$ cat config.mk
export PLATFORM = sky130hd
export DESIGN_NAME = expu_share_arbiter_flat
export DESIGN_NICKNAME = d
export VERILOG_FILES = /design/src/rtl/expu_share_arbiter_if.sv /design/src/rtl/expu_share_arbiter.sv /design/src/flat_wrapper.sv
export SDC_FILE = /design/constraint.sdc
export NUM_CORES = 1
export LEC_CHECK = 0
export ABC_AREA = 0
export CAP_MARGIN = 10
export CELL_PAD_IN_SITES_DETAIL_PLACEMENT = 0
export CELL_PAD_IN_SITES_GLOBAL_PLACEMENT = 2
export CORE_MARGIN = 5
export CORE_UTILIZATION = 21
export CTS_CLUSTER_SIZE = 8
export DETAILED_ROUTE_END_ITERATION = 8
export MAX_ROUTING_LAYER = met4
export PLACE_DENSITY = 0.86
export SLEW_MARGIN = 30
export SYNTH_ARGS = -nofsm -noshare
export SYNTH_HDL_FRONTEND = slang
export SYNTH_SLANG_ARGS = --single-unit
$ cat constraint.sdc
create_clock -name clk_i -period 2.3 [get_ports clk_i]
set_clock_uncertainty 0.1 [all_clocks]
set_input_delay 0.46 -clock clk_i [delete_from_list [all_inputs] [get_ports clk_i]]
set_output_delay 0.46 -clock clk_i [all_outputs]
set_load 0.005 [all_outputs]
$ cat src/rtl/expu_share_arbiter_if.sv
// Requester, exp-core and response signals of the shared exp arbiter.
interface expu_share_arbiter_if #(
  parameter int unsigned N_REQ = 4,
  parameter int unsigned WIDTH = 16
) ();
  localparam int unsigned ID_W = $clog2(N_REQ);

  logic [N_REQ-1:0]            req_valid_i;
  logic [N_REQ-1:0]            req_ready_o;
  logic [N_REQ-1:0][WIDTH-1:0] req_op_i;
  logic [WIDTH-1:0]            exp_op_o;
  logic [WIDTH-1:0]            exp_res_i;
  logic                        resp_valid_o;
  logic                        resp_ready_i;
  logic [ID_W-1:0]             resp_id_o;
  logic [WIDTH-1:0]            resp_res_o;

  // Requesters, exp core and response consumer
  modport master (
    output req_valid_i, req_op_i, exp_res_i, resp_ready_i,
    input  req_ready_o, exp_op_o, resp_valid_o, resp_id_o, resp_res_o
  );

  // Arbiter side
  modport slave (
    input  req_valid_i, req_op_i, exp_res_i, resp_ready_i,
    output req_ready_o, exp_op_o, resp_valid_o, resp_id_o, resp_res_o
  );
endinterface

$ cat src/rtl/expu_share_arbiter.sv
// Round-robin sharing of one combinational exp core among N_REQ requesters,
// with an elastic tagged result pipeline onto a single response channel.
module expu_share_arbiter #(
  parameter int unsigned N_REQ      = 4,
  parameter int unsigned WIDTH      = 16,
  parameter int unsigned PIPE_DEPTH = 2
) (
  input  logic                 clk_i,
  input  logic                 rst_ni,
  input  logic                 clear_i,
  expu_share_arbiter_if.slave  bus,
  output logic                 busy_o
);
  localparam int unsigned ID_W = $clog2(N_REQ);

  logic [ID_W-1:0]                  ptr;
  logic [ID_W-1:0]                  winner;
  logic                             found;
  logic                             accept;
  logic                             hs;
  logic [PIPE_DEPTH-1:0]            in_rdy;
  logic [PIPE_DEPTH-1:0]            stg_vld;
  logic [PIPE_DEPTH-1:0][ID_W-1:0]  stg_id;
  logic [PIPE_DEPTH-1:0][WIDTH-1:0] stg_res;

  // Stage k can take new content when some stage at or above it has a hole
  // (or the consumer is draining the last stage).
  always_comb begin
    logic hole;
    hole   = bus.resp_ready_i;
    in_rdy = '0;
    for (int k = PIPE_DEPTH - 1; k >= 0; k--) begin
      hole      = hole | ~stg_vld[k];
      in_rdy[k] = hole;
    end
  end

  // Circular search for the first valid requester starting at ptr.
  always_comb begin
    int unsigned     idx;
    logic [ID_W-1:0] cand;
    found  = 1'b0;
    winner = '0;
    idx    = 0;
    cand   = '0;
    for (int unsigned i = 0; i < N_REQ; i++) begin
      idx  = (32'(ptr) + i) % N_REQ;
      cand = ID_W'(idx);
      if (!found && bus.req_valid_i[cand]) begin
        found  = 1'b1;
        winner = cand;
      end
    end
  end

  assign accept = in_rdy[0] & ~clear_i & rst_ni;
  assign hs     = found & accept;

  // Grant and core drive; both forced low while in reset.
  always_comb begin
    bus.req_ready_o = '0;
    bus.exp_op_o    = '0;
    if (found && accept) begin
      bus.req_ready_o[winner] = 1'b1;
    end
    if (found && rst_ni) begin
      bus.exp_op_o = bus.req_op_i[winner];
    end
  end

  // Pointer and result pipeline; clear flushes valids, reset also zeroes payload.
  always_ff @(posedge clk_i) begin
    if (!rst_ni) begin
      ptr     <= '0;
      stg_vld <= '0;
      stg_id  <= '0;
      stg_res <= '0;
    end else if (clear_i) begin
      ptr     <= '0;
      stg_vld <= '0;
    end else begin
      for (int k = 1; k < PIPE_DEPTH; k++) begin
        if (in_rdy[k]) begin
          stg_vld[k] <= stg_vld[k-1];
          if (stg_vld[k-1]) begin
            stg_id[k]  <= stg_id[k-1];
            stg_res[k] <= stg_res[k-1];
          end
        end
      end
      if (in_rdy[0]) begin
        stg_vld[0] <= hs;
        if (hs) begin
          stg_id[0]  <= winner;
          stg_res[0] <= bus.exp_res_i;
        end
      end
      if (hs) begin
        ptr <= (winner == ID_W'(N_REQ - 1)) ? '0 : winner + ID_W'(1);
      end
    end
  end

  // Response channel straight from the last stage.
  assign bus.resp_valid_o = stg_vld[PIPE_DEPTH-1];
  assign bus.resp_id_o    = stg_id[PIPE_DEPTH-1];
  assign bus.resp_res_o   = stg_res[PIPE_DEPTH-1];
  assign busy_o           = |stg_vld;
endmodule

$ cat src/flat_wrapper.sv
// flat-port wrapper written by rule: the top's interface ports become plain ports
module expu_share_arbiter_flat 
#(
  parameter int unsigned N_REQ      = 4,
  parameter int unsigned WIDTH      = 16,
  parameter int unsigned PIPE_DEPTH = 2
)
  (clk_i, rst_ni, clear_i, busy_o, bus_req_valid_i, bus_req_op_i, bus_exp_res_i, bus_resp_ready_i, bus_req_ready_o, bus_exp_op_o, bus_resp_valid_o, bus_resp_id_o, bus_resp_res_o);
  expu_share_arbiter_if #(.N_REQ(N_REQ), .WIDTH(WIDTH)) bus_i ();
  input  logic clk_i;
  input  logic rst_ni;
  input  logic clear_i;
  output logic busy_o;
  input wire logic [$bits(bus_i.req_valid_i)-1:0] bus_req_valid_i;
  input wire logic [$bits(bus_i.req_op_i)-1:0] bus_req_op_i;
  input wire logic [$bits(bus_i.exp_res_i)-1:0] bus_exp_res_i;
  input wire logic [$bits(bus_i.resp_ready_i)-1:0] bus_resp_ready_i;
  output wire logic [$bits(bus_i.req_ready_o)-1:0] bus_req_ready_o;
  output wire logic [$bits(bus_i.exp_op_o)-1:0] bus_exp_op_o;
  output wire logic [$bits(bus_i.resp_valid_o)-1:0] bus_resp_valid_o;
  output wire logic [$bits(bus_i.resp_id_o)-1:0] bus_resp_id_o;
  output wire logic [$bits(bus_i.resp_res_o)-1:0] bus_resp_res_o;
  assign bus_i.req_valid_i = bus_req_valid_i;
  assign bus_i.req_op_i = bus_req_op_i;
  assign bus_i.exp_res_i = bus_exp_res_i;
  assign bus_i.resp_ready_i = bus_resp_ready_i;
  assign bus_req_ready_o = bus_i.req_ready_o;
  assign bus_exp_op_o = bus_i.exp_op_o;
  assign bus_resp_valid_o = bus_i.resp_valid_o;
  assign bus_resp_id_o = bus_i.resp_id_o;
  assign bus_resp_res_o = bus_i.resp_res_o;
  expu_share_arbiter #(.N_REQ(N_REQ), .WIDTH(WIDTH), .PIPE_DEPTH(PIPE_DEPTH)) u_core (.clk_i(clk_i), .rst_ni(rst_ni), .clear_i(clear_i), .bus(bus_i), .busy_o(busy_o));
endmodule
==> flow_summary.json <==
{
  "tightest_slew_ns": 0.3242,
  "cts_max_level": 2,
  "cp-start-kind": "input pin",
  "grt_pass1_wl_um": 13300,
  "slowest_stage": "o2bb2a_4",
  "cp_max_fo": 8,
  "detailed_place_hpwl_um": 5721,
  "fmax_mhz": 388.4,
  "hp-class": "reg -> reg",
  "synth_cell_types": 33,
  "synthToLayoutAreaGrowth_pct": 90.47,
  "met1_usage": 0.1417,
  "peakVddDrop_mv": 0.2099,
  "ys_seq_elements": 40,
  "synth_edf_count": 0,
  "drv_cap": 0,
  "mostFrequentLayoutCell": "clkdlybuf4s50_1",
  "io_pins": 128,
  "mostFrequentLayoutCells": "103 x clkdlybuf4s50_1, 75 x nand2_1, 38 x dfxtp_1",
  "setup_slack_ns": -0.2748,
  "cp.required_ns": 1.74,
  "nets": 510,
  "synth_ff_type": "dfxtp_1",
  "clockBufferDepth": 2,
  "synth_area_um2": 2351,
  "powerDensity_nw_per_um2": 405.7,
  "fin_cells": 558,
  "clk_pin_slew_ns": 0.07,
  "initial_core_util": 0.2159,
  "syn-num-nets": 364,
  "ys_seq_area_frac": 0.3406,
  "final-setup-viol-count": 20,
  "max_slew_margin": 0.7832,
  "num_vias": 2403,
  "grt_pass1_vias": 2725,
  "fin_crit_ns": 2.575,
  "fin_crit_sh": 1.119,
  "post_dp_cell_area_um2": 3756,
  "die-area_um2": 13410,
  "grt_setup_unrepaired": "yes",
  "grt_max_degree": 37,
  "whs_ns": 0.3570,
  "global_route.usage.met2": 0.2340,
  "route.detailed.wl_per_inst_um": 14.75,
  "drc": 0,
  "top_usage_layer": "met2",
  "cts.sinks": 40,
  "status": "finished with violations",
  "slew_viol_final": 0,
  "drtIter0Drc": 63,
  "globalRoute.totalOverflow": 0,
  "placedCellCount": 526,
  "crit_path_cell_trace": "dlygate4sd2_1, inv_1, buf_4, o2bb2a_4, buf_12, buf_12, buf_6, mux2i_4, o22ai_2, buf_2",
  "cp_common_cell": "buf_12",
  "drive_gt1_frac": 0.3062,
  "violations": "negative setup slack",
  "hold_viol_final": 0,
  "fp-row-count": 38,
  "clk_latency_ns": 0.29,
  "antenna_left": 0,
  "slowest_delay_ns": 0.25,
  "diodes": 0,
  "gp_congestion": 0.7539,
  "avgViaCountPerCell": 4.306,
  "fp.dieH_um": 115.8,
  "holdBufCountCts": 0,
  "yosysWarnings": 0,
  "crit_path_end_kind": "output port",
  "arrival_ns": 2.01,
  "utilization": 0.4113,
  "drtPass1Iterations": 4,
  "async_reset_ff_frac": 0,
  "p_leak_nw": 1.635,
  "synth.avg_cell_area_um2": 8.643,
  "cts_buffers": 5,
  "path_class": "in -> out",
  "root_buffer": "clkbuf_8",
  "fp.coreArea_um2": 10890,
  "numPortBuffers": 127,
  "fin_tns_setup_ns": -3.828,
  "use_met3": 0.04125,
  "netlist_instances": 272,
  "chipWidth_um": 115.8,
  "final_cell_area_um2": 4478,
  "track_usage": 0.1308,
  "cts_tree": "done",
  "drt-total-wl_um": 8230,
  "antenna_found_initial": 0
}
path summary, 6_finish.rpt:
| kind | from | endpoint | slack [ns] | cells past startpoint |
|---|---|---|---|---|
| max | bus_req_valid_i[3] | bus_exp_op_o[1] | -0.27 | 10 |
| min | u_core.stg_res[12] | u_core.stg_res[12] | 0.36 | 2 |
| max reg2reg | u_core.ptr[1] | u_core.ptr[1] | 0.54 | 8 |
| min reg2reg | u_core.stg_res[12] | u_core.stg_res[12] | 0.36 | 2 |
power by group:
| group | internal [mW] | switching (mW) | leakage [nW] |
|---|---|---|---|
| Sequential | 0.711 | 0.0116 | 0.326 |
| Clock | 0.206 | 0.231 | 0.0410 |
| Combinational | 0.405 | 0.251 | 1.27 |
routing by layer:
layer / up-vias / wire, um
met1: 1075 / 3237
met4: 0 / 81
met2: 111 / 4212
met3: 10 / 699
li1: 1207 / -
met5: - / 0
flip-flops by register name (all words and copies together) (netlist names):
| signal | flops |
|---|---|
| u_core.stg_id | 2 |
| u_core.bus.resp_id_o | 2 |
| u_core.ptr | 2 |
| u_core.stg_vld | 2 |
| u_core.bus.resp_res_o | 16 |
| u_core.stg_res | 16 |
kinds of logic after synthesis:
group,count (synthesis),share of synthesized area
fa+ha+maj,4,0.02129
mux,33,0.1405
simple gates,96,0.1948
buf+inv,38,0.1155
flops,40,0.3406
compound gates,61,0.1873
cells in the mapped netlist (all sizes together) (2+ instances only):
master  number  share of area
dfxtp       40           0.34
clkbuf       4         0.0064
nand3        2          0.012
a211oi       2         0.0085
ha           4          0.021
and2         4          0.011
buf         30           0.10
a21boi      36           0.11
inv          4         0.0064
mux2i       33           0.14
o22ai       16          0.043
a21oi        5          0.011
nor2         4         0.0064
nand2b       2         0.0053
nand2       75           0.12
worst max-delay path: cells and delay by family:
| family | cells | cell delay, ns |
|---|---|---|
| compound gates | 2 | 0.36 |
| mux | 1 | 0.24 |
| buf+inv | 7 | 0.93 |
area by class of cell:
cell class	instances	area [um2]
fill	1086	6410
timing repair buffer	172	1760
multi-input combinational	195	1634
sequential	40	805.8
tap	140	175.2
clock buffer	6	72.57
inverter	4	25.02
clock inverter	1	5.005
through the flow:
step / worst slack, ns / power (mW)
after floorplan: 0.2599 / 0.9316
after global placement: -0.7885 / 1.215
after detailed placement: -0.8272 / 1.219
after CTS: -0.2735 / 1.798
after global routing: -0.3713 / 1.924
final: -0.2748 / 1.817
repair_timing:
item,4_1_cts,5_1_grt
gates resized for setup,139,43
pin swaps,12,13
buffers inserted,19,4
cloned,4,0
setup endpoints to repair,20,20
(Power assumes the default switching activity.)
